==> src/rtl/txrx_mode_sequencer.sv <==
// txrx_mode_sequencer
//   Sequences the RF front-end between OFF, RX and TX. Power-up order is LO,
//   then T/R switch, then amplifier. Power-down order is the reverse, with a
//   break-before-make guard dwell between steps. Settle dwells are
//   programmable per request.
//
// Ports
//   wb_clk_i     clock
//   rst_ni       asynchronous active-low reset
//   req_valid_i  mode request valid
//   req_mode_i   requested mode: 00 OFF, 01 RX, 10 TX, 11 reserved (treated as OFF)
//   req_ready_o  request can be accepted (OFF or ACTIVE, kill_i low)
//   settle_i     settle dwell, sampled on accept (dwell = settle_i + 1 cycles)
//   kill_i       emergency off, level-sensitive
//   lo_en_o      LO/synth enable
//   sw_rx_o      T/R switch to RX path
//   sw_tx_o      T/R switch to TX path
//   lna_en_o     LNA enable
//   pa_en_o      PA enable
//   mode_o       settled mode
//   busy_o       transition in progress
//   done_o       one-cycle pulse when a request completes
//   err_o        one-cycle pulse on reserved request or kill rising edge

// Invariant checker for the front-end enables.
module txrx_mode_sequencer_chk (
  input logic clk,
  input logic rst_n,
  input logic lo_en,
  input logic sw_rx,
  input logic sw_tx,
  input logic lna_en,
  input logic pa_en
);

  a_sw_excl: assert property (@(posedge clk) disable iff (!rst_n) !(sw_rx && sw_tx));
  a_pa_tx:   assert property (@(posedge clk) disable iff (!rst_n) !(pa_en && !sw_tx));
  a_lna_rx:  assert property (@(posedge clk) disable iff (!rst_n) !(lna_en && !sw_rx));
  a_amp_lo:  assert property (@(posedge clk) disable iff (!rst_n) !((pa_en || lna_en) && !lo_en));

endmodule

module txrx_mode_sequencer #(
  parameter int CNT_W = 8,
  parameter int GUARD = 4
) (
  input  logic             wb_clk_i,
  input  logic             rst_ni,
  input  logic             req_valid_i,
  input  logic [1:0]       req_mode_i,
  output logic             req_ready_o,
  input  logic [CNT_W-1:0] settle_i,
  input  logic             kill_i,
  output logic             lo_en_o,
  output logic             sw_rx_o,
  output logic             sw_tx_o,
  output logic             lna_en_o,
  output logic             pa_en_o,
  output logic [1:0]       mode_o,
  output logic             busy_o,
  output logic             done_o,
  output logic             err_o
);

  typedef enum logic [2:0] {
    ST_OFF    = 3'd0,
    ST_LO_UP  = 3'd1,
    ST_SW_SET = 3'd2,
    ST_AMP_UP = 3'd3,
    ST_ACTIVE = 3'd4,
    ST_AMP_DN = 3'd5,
    ST_SW_CLR = 3'd6,
    ST_LO_DN  = 3'd7
  } state_t;

  localparam logic [1:0] MODE_OFF = 2'b00;
  localparam logic [1:0] MODE_RX  = 2'b01;
  localparam logic [1:0] MODE_TX  = 2'b10;
  localparam logic [1:0] MODE_RSV = 2'b11;

  // Counter is loaded with dwell-1, so GUARD up to 2^CNT_W still fits.
  localparam logic [CNT_W-1:0] GUARD_LOAD = CNT_W'(GUARD - 1);
  localparam logic [CNT_W-1:0] CNT_ZERO   = {CNT_W{1'b0}};
  localparam logic [CNT_W-1:0] CNT_ONE    = CNT_W'(1);

  state_t           state_r, state_s;
  logic [CNT_W-1:0] cnt_r, cnt_s;
  logic [CNT_W-1:0] settle_r, settle_s;
  logic [1:0]       tgt_r, tgt_s;
  logic             kill_d_r;

  logic             ready_r, ready_s;
  logic             lo_en_r, lo_en_s;
  logic             sw_rx_r, sw_rx_s;
  logic             sw_tx_r, sw_tx_s;
  logic             lna_en_r, lna_en_s;
  logic             pa_en_r, pa_en_s;
  logic [1:0]       mode_r, mode_s;
  logic             busy_r, busy_s;
  logic             done_r, done_s;
  logic             err_r, err_s;

  logic             accept_s;
  logic             cnt_zero_s;
  logic [1:0]       req_tgt_s;
  logic             reserved_s;

  // Request decode; kill_i gates acceptance directly so a request can never
  // slip in on the cycle kill_i rises (req_ready_o lags by one register).
  always_comb begin
    accept_s   = req_valid_i & ready_r & ~kill_i;
    reserved_s = (req_mode_i == MODE_RSV);
    req_tgt_s  = reserved_s ? MODE_OFF : req_mode_i;
    cnt_zero_s = (cnt_r == CNT_ZERO);
  end

  // State register and all registered outputs.
  always_ff @(posedge wb_clk_i or negedge rst_ni) begin
    if (!rst_ni) begin
      state_r  <= ST_OFF;
      cnt_r    <= CNT_ZERO;
      settle_r <= CNT_ZERO;
      tgt_r    <= MODE_OFF;
      kill_d_r <= 1'b0;
      ready_r  <= 1'b0;
      lo_en_r  <= 1'b0;
      sw_rx_r  <= 1'b0;
      sw_tx_r  <= 1'b0;
      lna_en_r <= 1'b0;
      pa_en_r  <= 1'b0;
      mode_r   <= MODE_OFF;
      busy_r   <= 1'b0;
      done_r   <= 1'b0;
      err_r    <= 1'b0;
    end else begin
      state_r  <= state_s;
      cnt_r    <= cnt_s;
      settle_r <= settle_s;
      tgt_r    <= tgt_s;
      kill_d_r <= kill_i;
      ready_r  <= ready_s;
      lo_en_r  <= lo_en_s;
      sw_rx_r  <= sw_rx_s;
      sw_tx_r  <= sw_tx_s;
      lna_en_r <= lna_en_s;
      pa_en_r  <= pa_en_s;
      mode_r   <= mode_s;
      busy_r   <= busy_s;
      done_r   <= done_s;
      err_r    <= err_s;
    end
  end

  // Next-state and next-output logic.
  always_comb begin
    state_s  = state_r;
    cnt_s    = cnt_r;
    settle_s = settle_r;
    tgt_s    = tgt_r;
    lo_en_s  = lo_en_r;
    sw_rx_s  = sw_rx_r;
    sw_tx_s  = sw_tx_r;
    lna_en_s = lna_en_r;
    pa_en_s  = pa_en_r;
    mode_s   = mode_r;
    done_s   = 1'b0;
    err_s    = kill_i & ~kill_d_r;

    if (kill_i) begin
      state_s  = ST_OFF;
      cnt_s    = CNT_ZERO;
      tgt_s    = MODE_OFF;
      lo_en_s  = 1'b0;
      sw_rx_s  = 1'b0;
      sw_tx_s  = 1'b0;
      lna_en_s = 1'b0;
      pa_en_s  = 1'b0;
      mode_s   = MODE_OFF;
    end else begin
      case (state_r)
        ST_OFF: begin
          if (accept_s) begin
            tgt_s    = req_tgt_s;
            settle_s = settle_i;
            err_s    = reserved_s;
            if (req_tgt_s == MODE_OFF) begin
              done_s = 1'b1;
            end else begin
              state_s = ST_LO_UP;
              lo_en_s = 1'b1;
              cnt_s   = settle_i;
            end
          end else begin
            state_s = ST_OFF;
          end
        end
        ST_LO_UP: begin
          if (cnt_zero_s) begin
            state_s = ST_SW_SET;
            sw_rx_s = (tgt_r == MODE_RX);
            sw_tx_s = (tgt_r == MODE_TX);
            cnt_s   = GUARD_LOAD;
          end else begin
            cnt_s = cnt_r - CNT_ONE;
          end
        end
        ST_SW_SET: begin
          if (cnt_zero_s) begin
            state_s  = ST_AMP_UP;
            lna_en_s = (tgt_r == MODE_RX);
            pa_en_s  = (tgt_r == MODE_TX);
            cnt_s    = settle_r;
          end else begin
            cnt_s = cnt_r - CNT_ONE;
          end
        end
        ST_AMP_UP: begin
          if (cnt_zero_s) begin
            state_s = ST_ACTIVE;
            mode_s  = tgt_r;
            done_s  = 1'b1;
          end else begin
            cnt_s = cnt_r - CNT_ONE;
          end
        end
        ST_ACTIVE: begin
          if (accept_s) begin
            tgt_s    = req_tgt_s;
            settle_s = settle_i;
            err_s    = reserved_s;
            if (req_tgt_s == mode_r) begin
              done_s = 1'b1;
            end else begin
              // Amps drop first; the settled mode is no longer valid.
              state_s  = ST_AMP_DN;
              lna_en_s = 1'b0;
              pa_en_s  = 1'b0;
              mode_s   = MODE_OFF;
              cnt_s    = GUARD_LOAD;
            end
          end else begin
            state_s = ST_ACTIVE;
          end
        end
        ST_AMP_DN: begin
          if (cnt_zero_s) begin
            state_s = ST_SW_CLR;
            sw_rx_s = 1'b0;
            sw_tx_s = 1'b0;
            cnt_s   = GUARD_LOAD;
          end else begin
            cnt_s = cnt_r - CNT_ONE;
          end
        end
        ST_SW_CLR: begin
          if (cnt_zero_s) begin
            if (tgt_r == MODE_OFF) begin
              state_s = ST_LO_DN;
              lo_en_s = 1'b0;
              cnt_s   = CNT_ZERO;
            end else begin
              // Mode swap: LO stays up, go straight to the new switch path.
              state_s = ST_SW_SET;
              sw_rx_s = (tgt_r == MODE_RX);
              sw_tx_s = (tgt_r == MODE_TX);
              cnt_s   = GUARD_LOAD;
            end
          end else begin
            cnt_s = cnt_r - CNT_ONE;
          end
        end
        ST_LO_DN: begin
          if (cnt_zero_s) begin
            state_s = ST_OFF;
            mode_s  = MODE_OFF;
            done_s  = 1'b1;
          end else begin
            cnt_s = cnt_r - CNT_ONE;
          end
        end
        default: begin
          state_s  = ST_OFF;
          cnt_s    = CNT_ZERO;
          tgt_s    = MODE_OFF;
          lo_en_s  = 1'b0;
          sw_rx_s  = 1'b0;
          sw_tx_s  = 1'b0;
          lna_en_s = 1'b0;
          pa_en_s  = 1'b0;
          mode_s   = MODE_OFF;
        end
      endcase
    end

    ready_s = ~kill_i & ((state_s == ST_OFF) | (state_s == ST_ACTIVE));
    busy_s  = ~((state_s == ST_OFF) | (state_s == ST_ACTIVE));
  end

  assign req_ready_o = ready_r;
  assign lo_en_o     = lo_en_r;
  assign sw_rx_o     = sw_rx_r;
  assign sw_tx_o     = sw_tx_r;
  assign lna_en_o    = lna_en_r;
  assign pa_en_o     = pa_en_r;
  assign mode_o      = mode_r;
  assign busy_o      = busy_r;
  assign done_o      = done_r;
  assign err_o       = err_r;

  txrx_mode_sequencer_chk u_chk (
    .clk    (wb_clk_i),
    .rst_n  (rst_ni),
    .lo_en  (lo_en_r),
    .sw_rx  (sw_rx_r),
    .sw_tx  (sw_tx_r),
    .lna_en (lna_en_r),
    .pa_en  (pa_en_r)
  );

endmodule

==> config.mk <==
export PLATFORM = sky130hd
export DESIGN_NAME = txrx_mode_sequencer
export DESIGN_NICKNAME = d
export VERILOG_FILES = /design/src/rtl/txrx_mode_sequencer.sv
export SDC_FILE = /design/constraint.sdc
export NUM_CORES = 1
export LEC_CHECK = 0
export BUFFER_PORTS_ARGS = -buffer_cell sky130_fd_sc_hd__buf_4
export CAP_MARGIN = 0
export CORE_MARGIN = 10
export CORE_UTILIZATION = 35
export CTS_BUF_LIST = sky130_fd_sc_hd__clkbuf_8
export DETAILED_ROUTE_END_ITERATION = 7
export PLACE_DENSITY = 0.53
export SYNTH_ARGS = -nofsm -noshare
export SYNTH_HDL_FRONTEND = slang
export SYNTH_SLANG_ARGS = --single-unit
==> constraint.sdc <==
create_clock -name wb_clk_i -period 2.3 [get_ports wb_clk_i]
set_clock_uncertainty 0.1 [all_clocks]
set_input_delay 0.115 -clock wb_clk_i [delete_from_list [all_inputs] [get_ports wb_clk_i]]
set_output_delay 0.115 -clock wb_clk_i [all_outputs]
set_load 0.02 [all_outputs]
# Yosys cells after proc, flatten, opt, wreduce, memory -nomap -nowiden
# Index checks and enable logic that the tools add are counted.
# W data, S select, Z words.
[op_classes]
bitwise = 8
mux = 67
reduce_logical = 21
n_eq_ne = 25
add_sub_neg = 1
[ops]
columns = ["operator", "count"]
rows = [
  ["$mux W8", 9],
  ["$pmux W8 S6", 1],
  ["$ne A3 B3 Y1 const B", 13],
  ["$mux W3", 12],
  ["$mux W1", 27],
  ["$pmux W3 S8", 1],
  ["$mux W2", 10],
  ["$reduce_and A5 Y1", 4],
  ["$eq A3 B3 Y1 const B", 5],
  ["$pmux W1 S3", 3],
  ["$logic_not A8 Y1", 1],
  ["$reduce_bool A4 Y1", 2],
  ["$sub A8 B1 Y8 const B", 1],
  ["$eq A3 B2 Y1 const B", 2],
  ["$logic_not A3 Y1", 2],
  ["$pmux W1 S2", 3],
  ["$pmux W2 S3", 1],
  ["$reduce_bool A3 Y1", 2],
  ["$reduce_or A2 Y1", 3],
  ["$and A1 B1 Y1", 4],
  ["$eq A2 B2 Y1 const B", 2],
  ["$logic_not A2 Y1", 2],
  ["$reduce_and A4 Y1", 1],
  ["$reduce_bool A2 Y1", 2],
  ["other kinds (7)", 9],
]
[word_totals]
in_bits = 14
elab_cells = 137
reg_bits = 33
output_inout_bits = 11

# Logic depth before layout (Yosys ltp)
# Gate-level depths: netlist of run 1.
[depth]
ltp_word = 10
mapped_depth = 9
ltp_nobuf = 7

# Worst setup path after synthesis of run 1
# No wires, ideal clock.
[synth_timing]
path_kind = "register to register"
start = "register cnt_r[0]"
end = "register lna_en_r, in the netlist lna_en_o"
slack_ns = 0.328
n_path_buf = 1
required_ns = 2.075
path_stages_with_launch = 9
synth_period_minus_slack_ns = 1.972
arrival_time_ns = 1.748
path_cell_list = "dfrtp_1 inv_1 ha_1 nor3b_1 and2_1 buf_4 nand2_1 o21ai_2 mux2_2"
[synth_via]
elab_chain_len = 3
[synth_lines]
columns = ["item", "line_no", "rtl"]
rows = [
  ["start: declaration", "87", "logic [CNT_W-1:0] cnt_r, cnt_s;"],
  ["start signal: assignment", "137", "cnt_r <= cnt_s;"],
  ["$logic_not A8 Y1", "114", "cnt_zero_s = (cnt_r == CNT_ZERO);"],
  ["$ne A3 B3 Y1 (no line)", "n/a", ""],
  ["$reduce_and A4 Y1 (no line)", "n/a", ""],
  ["end signal: assignment", "145", "lna_en_r <= lna_en_s;"],
  ["end: declaration", "96", "logic lna_en_r, lna_en_s;"],
]
# Every way passes these cells.
# A chain may end at the register's enable or synchronous reset.

# Worst setup path in the final report of run 1
# Ends and elaborated chain as after synthesis.

==> metrics.yaml, run 1 <==
clocking:
  cts_root_buf: "clkbuf_8"
  clk_pin_slew_ns: 0.07
  clock-sinks: 33
  clock_path_buffers: 2
  clock_latency_ns: 0.28
  cts_tree: "yes"
  numCtsBuffers: 5
  htreeDepth: 2
global_routing:
  grt_max_degree: 34
  grt_pass1_vias: 1652
  grt_usage_pct: 11.41
  antenna_found_initial: 0
  grt_pass1_wl_mm: 8.183
  overflow: 0
critical_path:
  critical_path.top_delay_family: "simple AND/OR/NAND/NOR gates"
  rr_worst_depth: 7
  crit_slowest_cell: "dfrtp_1"
  required_ns: 2.37
  crit_path_max_fanout: 8
  worstSetupPathType: "reg -> reg"
  cp-end-kind: "register"
  critical_path.max_stage_delay_ns: 0.43
  path_depth: 7
  worstPathCellList: "inv_1 -> ha_1 -> nor3b_2 -> and2_2 -> nand2_1 -> o21ai_2 -> mux2_2"
  rr_endpoint: "lna_en_o"
  rrSetupSlack_ns: 0.26
  startpoint_type: "register"
  critPathBufInv: 1
  critical_path_arrival_ns: 2.11
  reg2reg_from: "cnt_r[0]"
worst_hold_path:
  min_path_type: "in -> reg"
  whs_path_depth: 4
  whs_endpoint: "err_o"
  min_from: "req_mode_i[1]"
routing:
  vias: 1604
  dr.pass1.iters: 4
  avgViaCountPerCell: 5.108
  routed_wl_mm: 4.794
  antenna_left: 0
  avgRoutedWirePerCell_um: 15.27
  drtIter0Drc: 47
  post-route-drc-count: 0
final_layout:
  layout_common_cells: "buf_4 (38), dfrtp_1 (33), nand2_1 (18), nor2_1 (18), a21oi_1 (13)"
  drive_above_1_share_pct: 28.28
  layout.nets: 261
  antennaDiodeCount: 0
  layout_commonest_cell: "buf_4"
  area_growth_pct: 24.79
logic_synthesis:
  syn-num-nets: 220
  yosysSeqAreaShare_pct: 42.72
  syn_area_per_cell_um2: 9.570
  yosys-top-cells-area: "dfrtp_1 (43%), mux2_2 (7.0%), nand2_1 (3.5%)"
  ys_ff_latch: 33
  synth-edff-count: 0
  yosys_warnings: 0
  yosysUniqueCellTypes: 47
  synthCells: 202
  ys_dominant_reg_cell: "dfrtp_1"
  synth_top_area_share_pct: 42.72
  synthArstFlopShare_pct: 100.0
  yosys.area.top_type: "dfrtp_1"
  netlist_area_um2: 1933
timing:
  min_period_over_period_pct: 88.73
  fin_ws_ns: 0.2593
  drv_slew: 0
  fmax_mhz: 490.0
  finalSetupTns_ns: 0
  rsz0062_at_grt: "false"
  hold_ws_ns: 0.1416
  final-setup-viol-count: 0
  final.min_clock_period_ns: 2.041
  hold_violations: 0
  worstMarginPinSlew_ns: 0.4641
  slew_headroom_pct: 68.85
floorplanning:
  rows: 26
  dieHeight_um: 94.32
  pin_count: 25
  dieArea_um2: 8895
  start_util_pct: 36.91
  fp.dieW_um: 94.32
  core_um2: 5238
power:
  powerDensity_nw_per_um2: 1248
  p_int_mw: 1.728
  finalPower_mw: 3.011
  total_switching_power_mw: 1.283
  ir_drop_uv: 476.3
  leakagePower_nw: 1.100
  seqPwrFrac_pct: 30.9
  combPwrFrac_pct: 54.9
  clockPowerShare_pct: 14.2
  switching_share_pct: 42.61
placement:
  portBuffers: 24
  hpwl_mm: 3.456
  globalplace.congestion: 0.7830
  post-place-ws_ns: 0.09106
outcome:
  status: "finished, final reports clean"
job:
  maxCapViolCount: 0
-- sequential cells by signal, indices dropped and copies added (netlist names) --
signal,count
mode_o,2
req_ready_o,1
lna_en_o,1
cnt_r,8
state_r,3
kill_d_r,1
busy_o,1
pa_en_o,1
lo_en_o,1
settle_r,8
sw_rx_o,1
err_o,1
tgt_r,2
done_o,1
sw_tx_o,1
-- routing by layer --
layer  global-route usage [%]  wire [um]  vias up
li1                         -          -      807
met1                    14.35       2245      764
met2                    18.42       2325       28
met3                    2.958        183        5
met4                    3.924         40        0
met5                        0          0        -
-- repair_timing --
action / in CTS / in global routing
endpoints found under the setup margin: 0 / 9
resized for setup: 0 / 2
hold buffers: 10 / 0
endpoints found under the hold margin: 42 / 0
setup buffers: 0 / 2
-- metrics by stage --
stage                     util [%]  std cells  cell area (um2)
after CTS                    45.65        312             2391
final                        46.06        314             2412
after global placement       42.16        294             2208
after floorplan                  -        202             1933
after global routing         46.06        314             2412
after detailed placement     42.16        294             2208
-- how the worst max path moves through the flow --
stage | startpoint | endpoint | slack, ns
2_1_floorplan | cnt_r[0] | lna_en_o | 0.33
3_3_place_gp | cnt_r[0] | lna_en_o | 0.14
3_5_place_dp | cnt_r[0] | pa_en_o | 0.09
4_1_cts | cnt_r[0] | lna_en_o | 0.07
5_1_grt | cnt_r[0] | cnt_r[5] | 0.06
6_report | cnt_r[0] | lna_en_o | 0.26
-- cell usage after synthesis (3+ instances only) --
cell / instances
a21boi_0: 6
a21oi_1: 13
a2bb2oi_1: 5
buf_2: 6
clkbuf_1: 4
dfrtp_1: 33
ha_1: 4
inv_1: 9
mux2_2: 12
nand2_1: 18
nand3_1: 10
nor2_1: 18
nor3b_1: 4
o21ai_0: 5
o31ai_1: 8
xnor2_1: 3
xor2_1: 4
-- final cells by class --
cell class	instances	area [um2]
Inverter	9	33.78
Tap cell	70	87.58
Clock inverter	3	13.76
Fill cell	504	2825
Clock buffer	5	68.82
Multi-Input combinational cell	146	997.2
Timing Repair Buffer	48	385.4
Sequential cell	33	825.8
-- cells by family after synthesis --
kind of cell,share of synthesized area (%)
DFF,42.72
and+or+nand+nor,17.41
buffers and inverters,6.019
adders and majority gates,3.107
muxes,6.990
AOI/OAI and AO/OA,20.58
xor gates and xnor gates,3.172
-- worst reg2reg max path, cell delays in order, from the launching register on --
cell     delay [ns]
dfrtp_1        0.43
inv_1          0.10
ha_1           0.19
nor3b_2        0.22
and2_2         0.26
nand2_1        0.11
o21ai_2        0.18
mux2_2         0.34
-- power groups by stage --
| stage | registers [mW] | logic [mW] | clock network [mW] |
|---|---|---|---|
| floorplan | 0.912 | 1.28 | 0 |
| global placement | 0.937 | 1.64 | 0 |
| detailed placement | 0.937 | 1.63 | 0 |
| CTS | 0.927 | 1.65 | 0.439 |
| global route | 0.964 | 1.86 | 0.469 |
| finish | 0.930 | 1.65 | 0.428 |
No activity file was read; power rests on OpenSTA's default activity.
==> inputs of run 2 (changes only) <==
Settings changed: MAX_ROUTING_LAYER from default to met4.
Clock period 2.3 ns to 2.4 ns, I/O delays scaled along.
==> run 2 against run 1 <==
Net effect:
- die area unchanged
- combinational power down 5%
- sequential share of layout area up 0.43 points
- count of clock-buffer cells in the layout unchanged
- sequential power down 3.4%
- non-clock buffer count down 3
- hold slack better by 0.020 ns
- via count down 0.44%
- first-iteration DRC count up 49%
- power down 5.0%
- flip-flop and latch count unchanged
- utilization down 0.57 points
- highest routed layer unchanged
==> metrics.yaml, run 2 (synthesis results as in run 1) <==
outcome:
  status: "finished, final reports clean"
critical_path:
  critPathBufInv: 2
  startpoint_type: "register"
  rrSetupSlack_ns: 0.25
  crit_path_start: "cnt_r[0]"
  critical_path.max_stage_delay_ns: 0.42
  worstSetupPathType: "reg -> reg"
  cp-end-kind: "register"
  rr_endpoint: "cnt_r[1]"
  critical_path.top_delay_family: "simple AND/OR/NAND/NOR gates"
  critical_path_arrival_ns: 2.23
  crit_path_max_fanout: 8
  rr_worst_depth: 8
  reg2reg_from: "cnt_r[0]"
  crit_slowest_cell: "dfrtp_1"
  worstPathCellList: "inv_1 -> ha_1 -> nor3b_1 -> nand4_1 -> o211ai_2 -> buf_4 -> nand3_1 -> o31ai_1"
  required_ns: 2.48
placement:
  post-place-ws_ns: 0.1827
  placed_area_um2: 2201
  globalplace.congestion: 0.7931
  hpwl_mm: 3.358
  portBuffers: 24
worst_hold_path:
  whs_path_depth: 4
  min_from: "req_mode_i[1]"
  whs_endpoint: "err_o"
  min_path_type: "in -> reg"
timing:
  worstMarginPinSlew_ns: 0.4200
  min_period_over_period_pct: 89.58
  slew_headroom_pct: 71.81
  rsz0062_at_grt: "false"
  final.min_clock_period_ns: 2.150
  final-setup-viol-count: 0
  fin_ws_ns: 0.2500
  drv_slew: 0
  hold_violations: 0
  fmax_mhz: 465.1
  hold_ws_ns: 0.1611
  finalSetupTns_ns: 0
routing:
  post-route-drc-count: 0
  avgViaCountPerCell: 5.135
  antenna_left: 0
  drtIter0Drc: 70
  vias: 1597
  routed_wl_mm: 4.754
  dr.pass1.iters: 4
  avgRoutedWirePerCell_um: 15.29
power:
  powerDensity_nw_per_um2: 1201
  leakagePower_nw: 1.086
  seqPwrFrac_pct: 31.4
  finalPower_mw: 2.862
  ir_drop_uv: 444.2
  switching_share_pct: 42.71
  combPwrFrac_pct: 54.7
  total_switching_power_mw: 1.222
  p_int_mw: 1.640
  clockPowerShare_pct: 13.9
floorplanning:
  dieHeight_um: 94.32
  dieArea_um2: 8895
  fp.dieW_um: 94.32
  start_util_pct: 36.91
  pin_count: 25
  core_um2: 5238
  rows: 26
global_routing:
  overflow: 0
  grt.busiest_layer: "met2"
  use_met3_pct: 2.798
  grt_use_met2_pct: 19.45
  antenna_found_initial: 0
  grtUsageMet1_pct: 14.87
  grt_max_degree: 34
  grt_pass1_wl_mm: 8.431
  grt_pass1_vias: 1725
  grt_usage_pct: 12.10
final_layout:
  layout.nets: 258
  area_growth_pct: 23.24
  fillers: 515
  top_regs: "cnt_r x8, settle_r x8, state_r x3"
  antennaDiodeCount: 0
  drive_above_1_share_pct: 26.14
  layout_common_cells: "buf_4 (35), dfrtp_1 (33), nand2_1 (18), nor2_1 (18), a21oi_1 (13)"
  stdcell_area_um2: 2382
  layout_commonest_cell: "buf_4"
clocking:
  clk_pin_slew_ns: 0.07
  numCtsBuffers: 5
  cts_tree: "yes"
  cts_root_buf: "clkbuf_8"
  clock-sinks: 33
  clock_latency_ns: 0.28
  postCtsSetupRepairBufs: 0
  htreeDepth: 2
  clock_path_buffers: 2
job:
  maxCapViolCount: 0
run 2: changes by cell type in the layout (fill, tap and decap cells not counted), sizes merged:
| cell | change |
|---|---|
| buf | -3 |
| clkinv | -2 |
| inv | +2 |
run 2: routing by layer:
layer | vias to the layer above | share of wire [%]
met5 | - | 0
met4 | 0 | 0.67
met3 | 5 | 2.8
met2 | 21 | 47
met1 | 769 | 49
li1 | 802 | -
run 2: per-stage QoR:
| step | util [%] | instances |
|---|---|---|
| after floorplan | - | 202 |
| after detailed placement | 42.02 | 293 |
| after CTS | 45.46 | 311 |
| final | 45.48 | 311 |
| after global routing | 45.48 | 311 |
| after global placement | 42.02 | 293 |
run 2: power groups by stage:
| stage | registers [mW] | logic, mW | clock network, mW |
|---|---|---|---|
| 6_report | 0.898 | 1.57 | 0.397 |
| 5_1_grt | 0.928 | 1.78 | 0.433 |
| 4_1_cts | 0.899 | 1.57 | 0.408 |
| 3_5_place_dp | 0.908 | 1.54 | 0 |
| 3_3_place_gp | 0.911 | 1.55 | 0 |
| 2_1_floorplan | 0.874 | 1.23 | 0 |
run 2: cell type report:
| cell class | instances | area [um2] | share of cell area, % |
|---|---|---|---|
| Inverter | 9 | 33.78 | 1.418 |
| Sequential cell | 33 | 825.8 | 34.66 |
| Clock inverter | 3 | 11.26 | 0.4727 |
| Timing Repair Buffer | 45 | 362.8 | 15.23 |
| Multi-Input combinational cell | 146 | 992.2 | 41.65 |
| Tap cell | 70 | 87.58 | 3.676 |
| Clock buffer | 5 | 68.82 | 2.889 |
run 2: worst reg2reg max path: cells and delay by family, from the launching register on:
kind                       cells  cell delay (ns)
AOI/OAI and AO/OA              2             0.34
adders and majority gates      1             0.20
buffers and inverters          2             0.33
DFF                            1             0.42
and+or+nand+nor                3             0.66
run 2: worst max path at each step:
stage	to	slack (ns)	cells after the start
after floorplan	lna_en_o	0.43	8
after global placement	cnt_r[0]	0.23	8
after detailed placement	lna_en_o	0.18	7
after CTS	lna_en_o	0.17	7
after global routing	cnt_r[1]	0.02	8
final	cnt_r[1]	0.25	8
run 2: repair_timing:
item	CTS	global route
resized for setup	0	1
endpoints found under the setup margin	0	6
hold buffers	10	0
hold endpoints to repair	42	0
==> inputs of run 3 (changes only) <==
Settings changed: CELL_PAD_IN_SITES_DETAIL_PLACEMENT from default to 0, CELL_PAD_IN_SITES_GLOBAL_PLACEMENT from default to 2, CORE_UTILIZATION 35 to 30, PLACE_DENSITY 0.53 to 0.68.
==> run 3 against run 2 <==
Net effect:
- final area rose by 0.47%
- setup slack improved by 0.015 ns
- power up 1.7%
- global-route usage fell by 1.0 points
- count of clock-buffer cells in the layout grew 2
- hold slack got worse by 0.014 ns
- combinational power decreased by 4%
- fmax is 0.69% higher
- largest power group unchanged
- routed wire length increased by 8.1%
- clock power up 20%
- critical endpoint is now cnt_r[0]
- flip-flop and latch count unchanged
- largest cell class unchanged
==> metrics.yaml, run 3 (synthesis results as in run 1) <==
outcome:
  status: "finished, final reports clean"
power:
  seqPwrFrac_pct: 31.7
  ir_drop_uv: 369.4
  powerDensity_nw_per_um2: 1216
  switching_share_pct: 43.19
  combPwrFrac_pct: 52.0
  clockPowerShare_pct: 16.3
  leakagePower_nw: 1.076
  p_int_mw: 1.653
  total_switching_power_mw: 1.257
timing:
  final-setup-viol-count: 0
  hold_violations: 0
  finalSetupTns_ns: 0
  fmax_mhz: 468.3
  final.min_clock_period_ns: 2.135
  worstMarginPinSlew_ns: 0.5033
  drv_slew: 0
  slew_headroom_pct: 66.35
  min_period_over_period_pct: 88.97
  rsz0062_at_grt: "false"
clocking:
  htreeDepth: 2
  cts_tree: "yes"
  cts_root_buf: "clkbuf_8"
  postCtsSetupRepairBufs: 0
  clk_pin_slew_ns: 0.08
  clock-sinks: 33
  clock_latency_ns: 0.29
  numCtsBuffers: 5
  clock_path_buffers: 2
global_routing:
  grt_pass1_vias: 1683
  antenna_found_initial: 0
  overflow: 0
  grt_pass1_wl_mm: 8.769
  grt_usage_pct: 11.05
  grt_max_degree: 34
final_layout:
  finish.utilization_pct: 37.91
  top_regs: "cnt_r x8, settle_r x8, state_r x3"
  layout_common_cells: "dfrtp_1 (33), buf_4 (32), nand2_1 (18), nor2_1 (18), a21oi_1 (13)"
  stdcell_area_um2: 2394
  drive_above_1_share_pct: 26.47
  multi_input_area_um2: 996.0
  fillers: 663
  antennaDiodeCount: 0
  area_growth_pct: 23.82
  layout.nets: 255
  layout_commonest_cell: "dfrtp_1"
  regArea_um2: 825.8
critical_path:
  cp-end-kind: "register"
  critPathBufInv: 2
  required_ns: 2.46
  critical_path_arrival_ns: 2.19
  critical_path.max_stage_delay_ns: 0.43
  worstSetupPathType: "reg -> reg"
  worstPathCellList: "inv_1 -> ha_1 -> nor3b_2 -> and2_1 -> buf_4 -> a31oi_1 -> a211oi_1 -> o31ai_1"
  critical_path.top_delay_family: "simple AND/OR/NAND/NOR gates"
  crit_slowest_cell: "dfrtp_1"
  startpoint_type: "register"
  crit_path_max_fanout: 10
placement:
  portBuffers: 24
  placed_area_um2: 2187
  hpwl_mm: 3.714
  globalplace.congestion: 0.7763
routing:
  antenna_left: 0
  routed_wl_mm: 5.138
  post-route-drc-count: 0
  vias: 1616
  dr.pass1.iters: 4
  drtIter0Drc: 86
  avgRoutedWirePerCell_um: 16.31
  avgViaCountPerCell: 5.130
floorplanning:
  core_um2: 6314
  start_util_pct: 30.62
  rows: 29
  dieArea_um2: 10050
  fp.dieW_um: 100.3
  dieHeight_um: 100.3
  pin_count: 25
job:
  maxCapViolCount: 0
worst_hold_path:
  min_path_type: "in -> reg"
run 3: layout make-up:
cell class | instances | share of cell area, %
clock inverters | 1 | 0.2091
inverters | 9 | 1.411
multi-input cells | 146 | 41.61
flip-flops and latches | 33 | 34.50
repair buffers | 42 | 14.22
well taps | 77 | 4.025
clock buffers | 7 | 4.025
run 3: path summary, 6_finish.rpt:
check,from,endpoint,slack [ns],cells past startpoint
worst max register to register,cnt_r[0],cnt_r[0],0.26,8
worst min-delay path,req_valid_i,tgt_r[0],0.15,5
worst max-delay path,cnt_r[0],cnt_r[0],0.26,8
max in group asynchronous,rst_ni,kill_d_r,1.66,2
worst min register to register,kill_d_r,err_o,0.34,1
min in group asynchronous,rst_ni,cnt_r[6],0.22,2
run 3: what timing repair did:
action	CTS	global route
endpoints found under the hold margin	42	0
gates resized for setup	0	1
hold buffers	10	0
endpoints found under the setup margin	0	9
run 3: stage by stage:
stage	setup WS [ns]	power (mW)	hold slack [ns]	cells
floorplan	0.4277	2.102	-0.2756	202
detailed placement	0.1894	2.422	0.01134	297
finish	0.2647	2.910	0.1467	315
global placement	0.2422	2.431	0.01078	297
global route	0.09587	3.167	0.1884	315
CTS	0.1641	2.923	0.1518	315
run 3: worst reg2reg max path: cells and delay by family (launching register included):
family                   cells  cell delay [ns]
flip-flops                   1             0.43
adder cells (fa/ha/maj)      1             0.20
buffers and inverters        2             0.30
AO/OA/AOI/OAI                3             0.45
AND/OR/NAND/NOR              2             0.52
run 3: power groups by stage:
stage                     Sequential [mW]  Combinational, mW  Clock [mW]
after floorplan                     0.874               1.23           0
after global placement              0.929               1.50           0
after detailed placement            0.928               1.49           0
after CTS                           0.918               1.51       0.490
after global routing                0.960               1.69       0.514
final                               0.923               1.51       0.476
run 3: layer usage:
| layer | global-route usage (%) | up-vias | part of all wire [%] |
|---|---|---|---|
| met5 | - | - | 0 |
| li1 | - | 794 | - |
| met1 | 15.18 | 782 | 51 |
| met3 | 2.060 | 12 | 2.8 |
| met4 | 5.109 | 0 | 2.0 |
| met2 | 15.18 | 28 | 44 |
